===== src/rtl/signed_seq_adder_pkg.sv =====
// Shared state encoding, BCD digit count and saturation limits
// for signed_seq_adder and its converter.
package signed_seq_adder_pkg;

    typedef enum logic [1:0] {
        S_IDLE,
        S_ADD,
        S_FIX,
        S_CONV
    } state_t;

    function automatic int bcd_digits(input int w);
        return (w * 301) / 1000 + 1;
    endfunction

    function automatic logic [31:0] sat_smax(input int w);
        return (32'd1 << (w - 1)) - 32'd1;
    endfunction

    function automatic logic [31:0] sat_smin(input int w);
        return 32'd1 << (w - 1);
    endfunction

    function automatic logic [31:0] sat_umax(input int w);
        return 32'hFFFF_FFFF >> (32 - w);
    endfunction

endpackage


===== src/rtl/signed_seq_adder_bin2bcd_seq.sv =====
// Iterative shift-add-3 binary to BCD converter, one bit per cycle.
// done strobes during the final step; bcd holds until the next result.
module bin2bcd_seq
    import signed_seq_adder_pkg::*;
#(
    parameter int WIDTH  = 4,
    parameter int DIGITS = bcd_digits(WIDTH)
) (
    input  logic                clk,
    input  logic                rst_n,
    input  logic                load,
    input  logic [WIDTH-1:0]    bin,
    output logic                busy,
    output logic                done,
    output logic [4*DIGITS-1:0] bcd
);

    localparam int CW = $clog2(WIDTH + 1);

    logic [WIDTH-1:0]    sh;
    logic [4*DIGITS-1:0] acc;
    logic [4*DIGITS-1:0] adj;
    logic [4*DIGITS-1:0] acc_n;
    logic [CW-1:0]       cnt;

    assign busy = (cnt != '0);
    assign done = (cnt == CW'(1));

    always_comb begin
        adj = acc;
        for (int i = 0; i < DIGITS; i++) begin
            if (acc[4*i +: 4] >= 4'd5)
                adj[4*i +: 4] = acc[4*i +: 4] + 4'd3;
        end
        acc_n = {adj[4*DIGITS-2:0], sh[WIDTH-1]};
    end

    always_ff @(posedge clk or negedge rst_n) begin
        if (!rst_n) begin
            sh  <= '0;
            acc <= '0;
            cnt <= '0;
            bcd <= '0;
        end else if (load) begin
            sh  <= bin;
            acc <= '0;
            cnt <= CW'(WIDTH);
        end else if (busy) begin
            sh  <= sh << 1;
            acc <= acc_n;
            cnt <= cnt - CW'(1);
            if (done)
                bcd <= acc_n;
        end
    end

endmodule


===== src/rtl/signed_seq_adder.sv =====
// Sequential carry-iteration adder with sign/magnitude BCD output.
// Define SIGNED_SEQ_ADDER_SAT_EN to clamp the sum on overflow.
module signed_seq_adder
    import signed_seq_adder_pkg::*;
#(
    parameter  int WIDTH  = 4,
    localparam int DIGITS = bcd_digits(WIDTH)
) (
    input  logic                clk,
    input  logic                rst_n,
    input  logic [WIDTH-1:0]    x,
    input  logic [WIDTH-1:0]    y,
    input  logic                mode,
    input  logic                start,
    output logic                busy,
    output logic                done,
    output logic [WIDTH-1:0]    sum,
    output logic                ovf,
    output logic                neg,
    output logic [4*DIGITS-1:0] bcd
);

`ifdef SIGNED_SEQ_ADDER_SAT_EN
    localparam logic [WIDTH-1:0] SMAX = WIDTH'(sat_smax(WIDTH));
    localparam logic [WIDTH-1:0] SMIN = WIDTH'(sat_smin(WIDTH));
    localparam logic [WIDTH-1:0] UMAX = WIDTH'(sat_umax(WIDTH));
`endif

    state_t           state;
    state_t           nxt;
    logic [WIDTH-1:0] a;
    logic [WIDTH-1:0] b;
    logic [WIDTH-1:0] carry;
    logic             x_msb;
    logic             y_msb;
    logic             md;
    logic             cout;
    logic [WIDTH-1:0] fix_sum;
    logic [WIDTH-1:0] mag;
    logic             fix_ovf;
    logic             fix_neg;
    logic [WIDTH-1:0] pend_sum;
    logic             pend_ovf;
    logic             pend_neg;
    logic             load;
    logic             conv_busy;
    logic             conv_done;

    assign carry = a & b;
    assign busy  = (state != S_IDLE) | conv_busy;

    always_ff @(posedge clk or negedge rst_n) begin
        if (!rst_n)
            state <= S_IDLE;
        else
            state <= nxt;
    end

    always_comb begin
        nxt  = state;
        load = 1'b0;
        unique case (state)
            S_IDLE: if (start) nxt = S_ADD;
            S_ADD:  if (b == '0) nxt = S_FIX;
            S_FIX: begin
                load = 1'b1;
                nxt  = S_CONV;
            end
            S_CONV: if (conv_done) nxt = S_IDLE;
            default: nxt = S_IDLE;
        endcase
    end

    // Signed overflow: like-signed operands giving an opposite-signed sum.
    always_comb begin
        fix_ovf = md ? ((x_msb == y_msb) && (a[WIDTH-1] != x_msb))
                     : cout;
        fix_sum = a;
`ifdef SIGNED_SEQ_ADDER_SAT_EN
        if (fix_ovf)
            fix_sum = md ? (x_msb ? SMIN : SMAX) : UMAX;
`endif
        fix_neg = md & fix_sum[WIDTH-1];
        mag     = fix_neg ? -fix_sum : fix_sum;
    end

    always_ff @(posedge clk or negedge rst_n) begin
        if (!rst_n) begin
            a        <= '0;
            b        <= '0;
            x_msb    <= 1'b0;
            y_msb    <= 1'b0;
            md       <= 1'b0;
            cout     <= 1'b0;
            pend_sum <= '0;
            pend_ovf <= 1'b0;
            pend_neg <= 1'b0;
        end else begin
            unique case (state)
                S_IDLE: if (start) begin
                    a     <= x;
                    b     <= y;
                    x_msb <= x[WIDTH-1];
                    y_msb <= y[WIDTH-1];
                    md    <= mode;
                    cout  <= 1'b0;
                end
                S_ADD: if (b != '0) begin
                    a    <= a ^ b;
                    b    <= carry << 1;
                    cout <= cout | carry[WIDTH-1];
                end
                S_FIX: begin
                    pend_sum <= fix_sum;
                    pend_ovf <= fix_ovf;
                    pend_neg <= fix_neg;
                end
                default: ;
            endcase
        end
    end

    always_ff @(posedge clk or negedge rst_n) begin
        if (!rst_n) begin
            done <= 1'b0;
            sum  <= '0;
            ovf  <= 1'b0;
            neg  <= 1'b0;
        end else begin
            done <= conv_done;
            if (conv_done) begin
                sum <= pend_sum;
                ovf <= pend_ovf;
                neg <= pend_neg;
            end
        end
    end

    bin2bcd_seq #(
        .WIDTH  (WIDTH),
        .DIGITS (DIGITS)
    ) u_conv (
        .clk   (clk),
        .rst_n (rst_n),
        .load  (load),
        .bin   (mag),
        .busy  (conv_busy),
        .done  (conv_done),
        .bcd   (bcd)
    );

endmodule


===== config.mk =====
export PLATFORM = sky130hd
export DESIGN_NAME = signed_seq_adder
export DESIGN_NICKNAME = d
export VERILOG_FILES = /design/src/rtl/signed_seq_adder_pkg.sv /design/src/rtl/signed_seq_adder_bin2bcd_seq.sv /design/src/rtl/signed_seq_adder.sv
export SDC_FILE = /design/constraint.sdc
export NUM_CORES = 1
export LEC_CHECK = 0
export CAP_MARGIN = 20
export CORE_MARGIN = 2
export CORE_UTILIZATION = 35
export DETAILED_ROUTE_END_ITERATION = 7
export PLACE_DENSITY = 0.5
export RECOVER_POWER = 50
export SKIP_CTS_REPAIR_TIMING = 1
export SLEW_MARGIN = 10
export SYNTH_ARGS = -nofsm -noshare
export SYNTH_HDL_FRONTEND = slang
export SYNTH_SLANG_ARGS = --single-unit

===== constraint.sdc =====
create_clock -name clk -period 4.3 [get_ports clk]
set_input_delay 1.29 -clock clk [delete_from_list [all_inputs] [get_ports clk]]
set_output_delay 1.29 -clock clk [all_outputs]
set_load 0.1 [all_outputs]

**After elaboration in Yosys (flattened, before gate mapping)**

Cells that the tools add are included.
W data, S select, Z words.

- Register bits after elaboration: 50

- Add/sub/neg operators: 4
- Magnitude comparators: 2
- Eq/ne operators: 10
- Multiplexer cells: 24
- Bitwise gates (word level): 6
- Reductions and logical operators: 12

Operators by type and width:

| cell | number |
|---|---|
| $mux W4 | 8 |
| $mux W8 | 2 |
| $pmux W4 S2 | 2 |
| $mux W3 | 3 |
| $reduce_and A3 Y1 | 3 |
| $ge A4 B3 Y1 const B | 2 |
| $ne A2 B2 Y1 const B | 4 |
| $pmux W2 S4 | 1 |
| $mux W2 | 3 |
| $reduce_bool A2 Y1 | 3 |
| $add A4 B2 Y4 const B | 1 |
| $and A4 B4 Y4 | 1 |
| $eq A2 B2 Y1 const B | 2 |
| $logic_not A4 Y1 | 1 |
| $mux W1 | 4 |
| $neg A4 Y4 | 1 |
| $reduce_bool A4 Y1 | 1 |
| $xor A4 B4 Y4 | 1 |
| $add A3 B2 Y3 const B | 1 |
| $eq A3 B1 Y1 const B | 1 |
| $reduce_bool A3 Y1 | 1 |
| $sub A3 B1 Y3 const B | 1 |
| $eq A2 B1 Y1 const B | 1 |
| $logic_not A2 Y1 | 1 |
| other kinds (8) | 9 |

**Depth between registers and ports, before layout**

- Depth after elaboration: 4
- Depth in mapped cells: 6
- Mapped depth without buffers: 5

**By module**

A second synthesis with hierarchy kept.

- Cell total of the unflattened synthesis: 239
- Area total of the unflattened synthesis: 2,622.5 um^2

By module, submodules not included:

| module | instances | cells each | area each (um^2) | sequential area each (um^2) |
|---|---|---|---|---|
| signed_seq_adder | 1 | 104 | 1,336.3 | 675.6 |
| bin2bcd_seq | 1 | 135 | 1,286.2 | 575.6 |

**Least setup slack after synthesis**

No wires, ideal clock.

- Kind: register -> output
- Start point: reg u_conv.cnt[0]
- End point: out busy
- Arrival time: 1.864 ns
- Required time: 3.010 ns
- Path slack: 1.146 ns
- Cell stages (with the launch flop): 6
- Buffers on the path: 1
- Path through: dfrtp_1 > inv_1 > ha_1 > nor2b_1 > clkbuf_1 > nand2_1

- Longest elaborated chain between the ends: 2

Ends and longest elaborated chain:

| what | line | source |
|---|---|---|
| start, declared | signed_seq_adder_bin2bcd_seq.sv:24 | `logic [CW-1:0] cnt;` |
| start signal, assigned | signed_seq_adder_bin2bcd_seq.sv:47 | `cnt <= CW'(WIDTH);` |
| start signal, assigned | signed_seq_adder_bin2bcd_seq.sv:51 | `cnt <= cnt - CW'(1);` |
| $reduce_bool A3 Y1 | signed_seq_adder_bin2bcd_seq.sv:26 | `assign busy = (cnt != '0);` |
| $or A1 B1 Y1 | signed_seq_adder.sv:50 | `assign busy = (state != S_IDLE) \| conv_busy;` |
| end, declared | signed_seq_adder.sv:15 | `output logic busy,` |

Every way passes these cells.

**Worst setup path in the final report**

- Start point: reg sum[0]
- End point: out sum[0]

RTL lines:

| what | line | source |
|---|---|---|
| start, declared | signed_seq_adder.sv:17 | `output logic [WIDTH-1:0] sum,` |
| start signal, assigned | signed_seq_adder.sv:132 | `sum <= pend_sum;` |

No word-level cell between the ends.

==> summary.txt <==
CELLS AND AREA
-----------------------------------------------------------------------------------------
Fraction of layout instances using a drive strength above 1                         11.0%
Non-filler instance count after layout                                                372
Most common library cell in the layout ignoring fill and taps                     dfrtp_1
Number of antenna cells inserted                                                        0
Top library cells by usage in the layout, fill and taps aside                dfrtp_1 (50), nand2_1 (30), clkdlybuf4s50_1 (25), inv_1 (19), ha_1 (17)
Area added between synthesis and finish                                             18.0%
Net total in the final layout                                                         301
Filler cell count in the final layout                                                 731

MIN PATH
-----------------------------------------------------------------------------------------
Hold/Removal Path Class                                                           reg2reg

STA
-----------------------------------------------------------------------------------------
Endpoints failing hold                                                                  0
Transition time at the pin with the least slew margin                             1.39 ns
Final setup fails                                                                       0
Maximum clock frequency                                                           324 MHz
Setup Total Neg Slack                                                                0 ns
Largest clock skew in the final design                                         0.00981 ns
Setup slack after layout                                                          1.21 ns
Worst Hold Slack                                                                 0.486 ns
Unrepaired setup endpoints after global routing                                        no
Post-route clock period utilization                                                 71.8%
Tightest slew margin relative to the limit                                          7.15%
Shortest clock period the worst path allows after layout                          3.09 ns
Slew Limit Fails                                                                        0

GLOBAL ROUTING
-----------------------------------------------------------------------------------------
Total global-route track usage                                                      12.8%
Overflow left after global routing                                                      0
Antenna violations before repair                                                        0
Via count of the first global-routing pass                                           1784
Global-route wire length before repair                                       8570 microns
Maximum number of pins on one net before global-route repair                           34

CRITICAL PATH
-----------------------------------------------------------------------------------------
Sum of buffers and inverters on the critical path                                       1
Crit-path cells                                                              clkdlybuf4s50_1
Sort of element at the end of the critical path                              primary output
Worst Path Required                                                               3.01 ns
Path type of the worst setup path                                                 reg2out
Capturing element of the worst setup path                                          sum[0]
Highest-delay cell along the critical path                                   clkdlybuf4s50_1
Critical register-to-register path endpoint                                  u_conv.bcd[5]
Worst reg2reg path depth                                                                6
Worst Path Arrival                                                                1.80 ns
Setup crit start kind                                                                flop
Largest stage delay, worst path                                                   1.13 ns
Startpoint of the worst register-to-register path                                state[0]
Critical path fanouts, max                                                              2
Cell class contributing the biggest share of worst-path delay                buffers and inverters
Critical Path Start                                                                sum[0]
Flop2flop setup slack                                                             1.73 ns
Instance count on the critical path                                                     1

DIE
-----------------------------------------------------------------------------------------
Die height                                                                   90.4 microns
Starting Density                                                                    36.0%
Floorplan row count                                                                    31
Core region area                                                               7250 sq um
Die Span X                                                                   90.4 microns
I/O pin cnt                                                                            28
Total die area                                                                 8170 sq um

DETAILED ROUTING
-----------------------------------------------------------------------------------------
Total Routed Length                                                          4840 microns
Drt initial violations                                                                 67
Number of routed nets with antenna violations                                           0
Number of remaining DRC errors                                                          0
First drt pass iteration count                                                          4
Via count of the routed design                                                       1813
Routed len/inst                                                              13.0 microns
Via-to-Cell Ratio                                                                    4.87

STATUS
-----------------------------------------------------------------------------------------
Run status                                                                   finished, final reports clean

PLACEMENT
-----------------------------------------------------------------------------------------
Detail Placement HPWL                                                        3410 microns
Dpl ws                                                                            1.49 ns
IO buf count                                                                           27
Placer congestion estimate                                                          0.782
Cell total after placement                                                            364

SYNTHESIS
-----------------------------------------------------------------------------------------
Cell count after synthesis                                                            245
Avg Synthesized Cell Area                                                      10.7 sq um
Nets in the synthesized netlist                                                       274
Distinct cell type count after synthesis                                               41
Fraction of the yosys area taken by sequential cells                                47.9%
Synth Register Bits                                                                    50
Count of flip-flops with a built-in enable after synthesis                              0
Most instantiated flip-flop cell in the synthesis netlist                         dfrtp_1
Number of warnings printed during yosys synthesis                                       0
Proportion of register bits with asynchronous set or reset after synthesis           100%
Post-Syn Area                                                                  2610 sq um

CLOCK TREE
-----------------------------------------------------------------------------------------
Clock net sink count                                                                   50
CTS H-tree lvls                                                                         2
CTS Buf Count                                                                           5
Clock root buffer master                                                         clkbuf_8
Clock slew seen by the registers of the worst setup and hold paths                0.10 ns
Clock insertion delay at the later pin of the skew report                         0.30 ns
Worst-case clock buffer depth                                                           2
Clock tree from TritonCTS                                                            done

FLOW RUN
-----------------------------------------------------------------------------------------
Maxcap violations                                                                       0

## synthesized netlist by cell type (all sizes together) (5+ instances only)
| cell | n | area, sq um |
|---|---|---|
| nor2 | 8 | 30.0 |
| dfrtp | 50 | 1250 |
| mux2 | 18 | 221 |
| nand2b | 7 | 43.8 |
| mux2i | 11 | 110 |
| a21oi | 6 | 30.0 |
| nand2 | 30 | 113 |
| nor2b | 7 | 43.8 |
| ha | 17 | 213 |
| clkbuf | 7 | 26.3 |
| inv | 19 | 71.3 |
| or3 | 5 | 31.3 |
| o21ai | 18 | 90.1 |
## sequential cells by signal, indices dropped and copies added, names as in the netlist, 2 cells and up
signal / cells
state: 2
b: 4
u_conv.bcd: 8
u_conv.cnt: 3
pend_sum: 4
u_conv.acc: 8
a: 4
u_conv.sh: 4
sum: 4
## logic make-up (layout without fill, tap and decap cells)
family	after synthesis	count (layout)	share of synthesized area [%]
AO/OA/AOI/OAI	51	51	13.1
XOR/XNOR	2	2	0.671
adder cells (fa/ha/maj)	17	17	8.14
buffers and inverters	29	57	4.45
flip-flops	50	50	47.9
multiplexers	29	29	12.7
AND/OR/NAND/NOR	67	67	13.1
## layer usage
metal | up-vias | wire length [microns] | global-route usage (%)
met5 | - | 0 | 0
met4 | 0 | 54 | 3.59
met3 | 5 | 159 | 3.09
met2 | 30 | 2240 | 21.1
met1 | 865 | 2390 | 16.9
li1 | 913 | - | -
## worst min path at each step
stage / startpoint / to / slack [ns] / cells after the start
after floorplan: pend_sum[2] / sum[2] / 0.45 / 1
after global placement: u_conv.bcd[0] / u_conv.bcd[0] / 0.46 / 2
after detailed placement: u_conv.bcd[0] / u_conv.bcd[0] / 0.47 / 2
after CTS: u_conv.bcd[0] / u_conv.bcd[0] / 0.49 / 2
after global routing: u_conv.bcd[0] / u_conv.bcd[0] / 0.50 / 2
final: ovf / ovf / 0.49 / 2
## stage by stage
| step | cell area (sq um) | util [%] |
|---|---|---|
| 2_1_floorplan | 2610 | - |
| 3_3_place_gp | 2980 | 41.0 |
| 3_5_place_dp | 2980 | 41.0 |
| 4_1_cts | 3090 | 42.6 |
| 5_1_grt | 3080 | 42.5 |
| 6_report | 3080 | 42.5 |
## layout make-up
type | count | area (sq um) | area share (%)
Timing Repair Buffer | 30 | 280 | 9.09
Inverter | 19 | 71.3 | 2.31
Multi-Input combinational cell | 166 | 1240 | 40.4
Tap cell | 99 | 124 | 4.02
Sequential cell | 50 | 1250 | 40.6
Clock buffer | 6 | 72.6 | 2.35
Clock inverter | 2 | 37.5 | 1.22
Power is left out: the tool's default activity adds up to more than one toggle a clock period on the data nets, which glitch-free logic cannot reach.
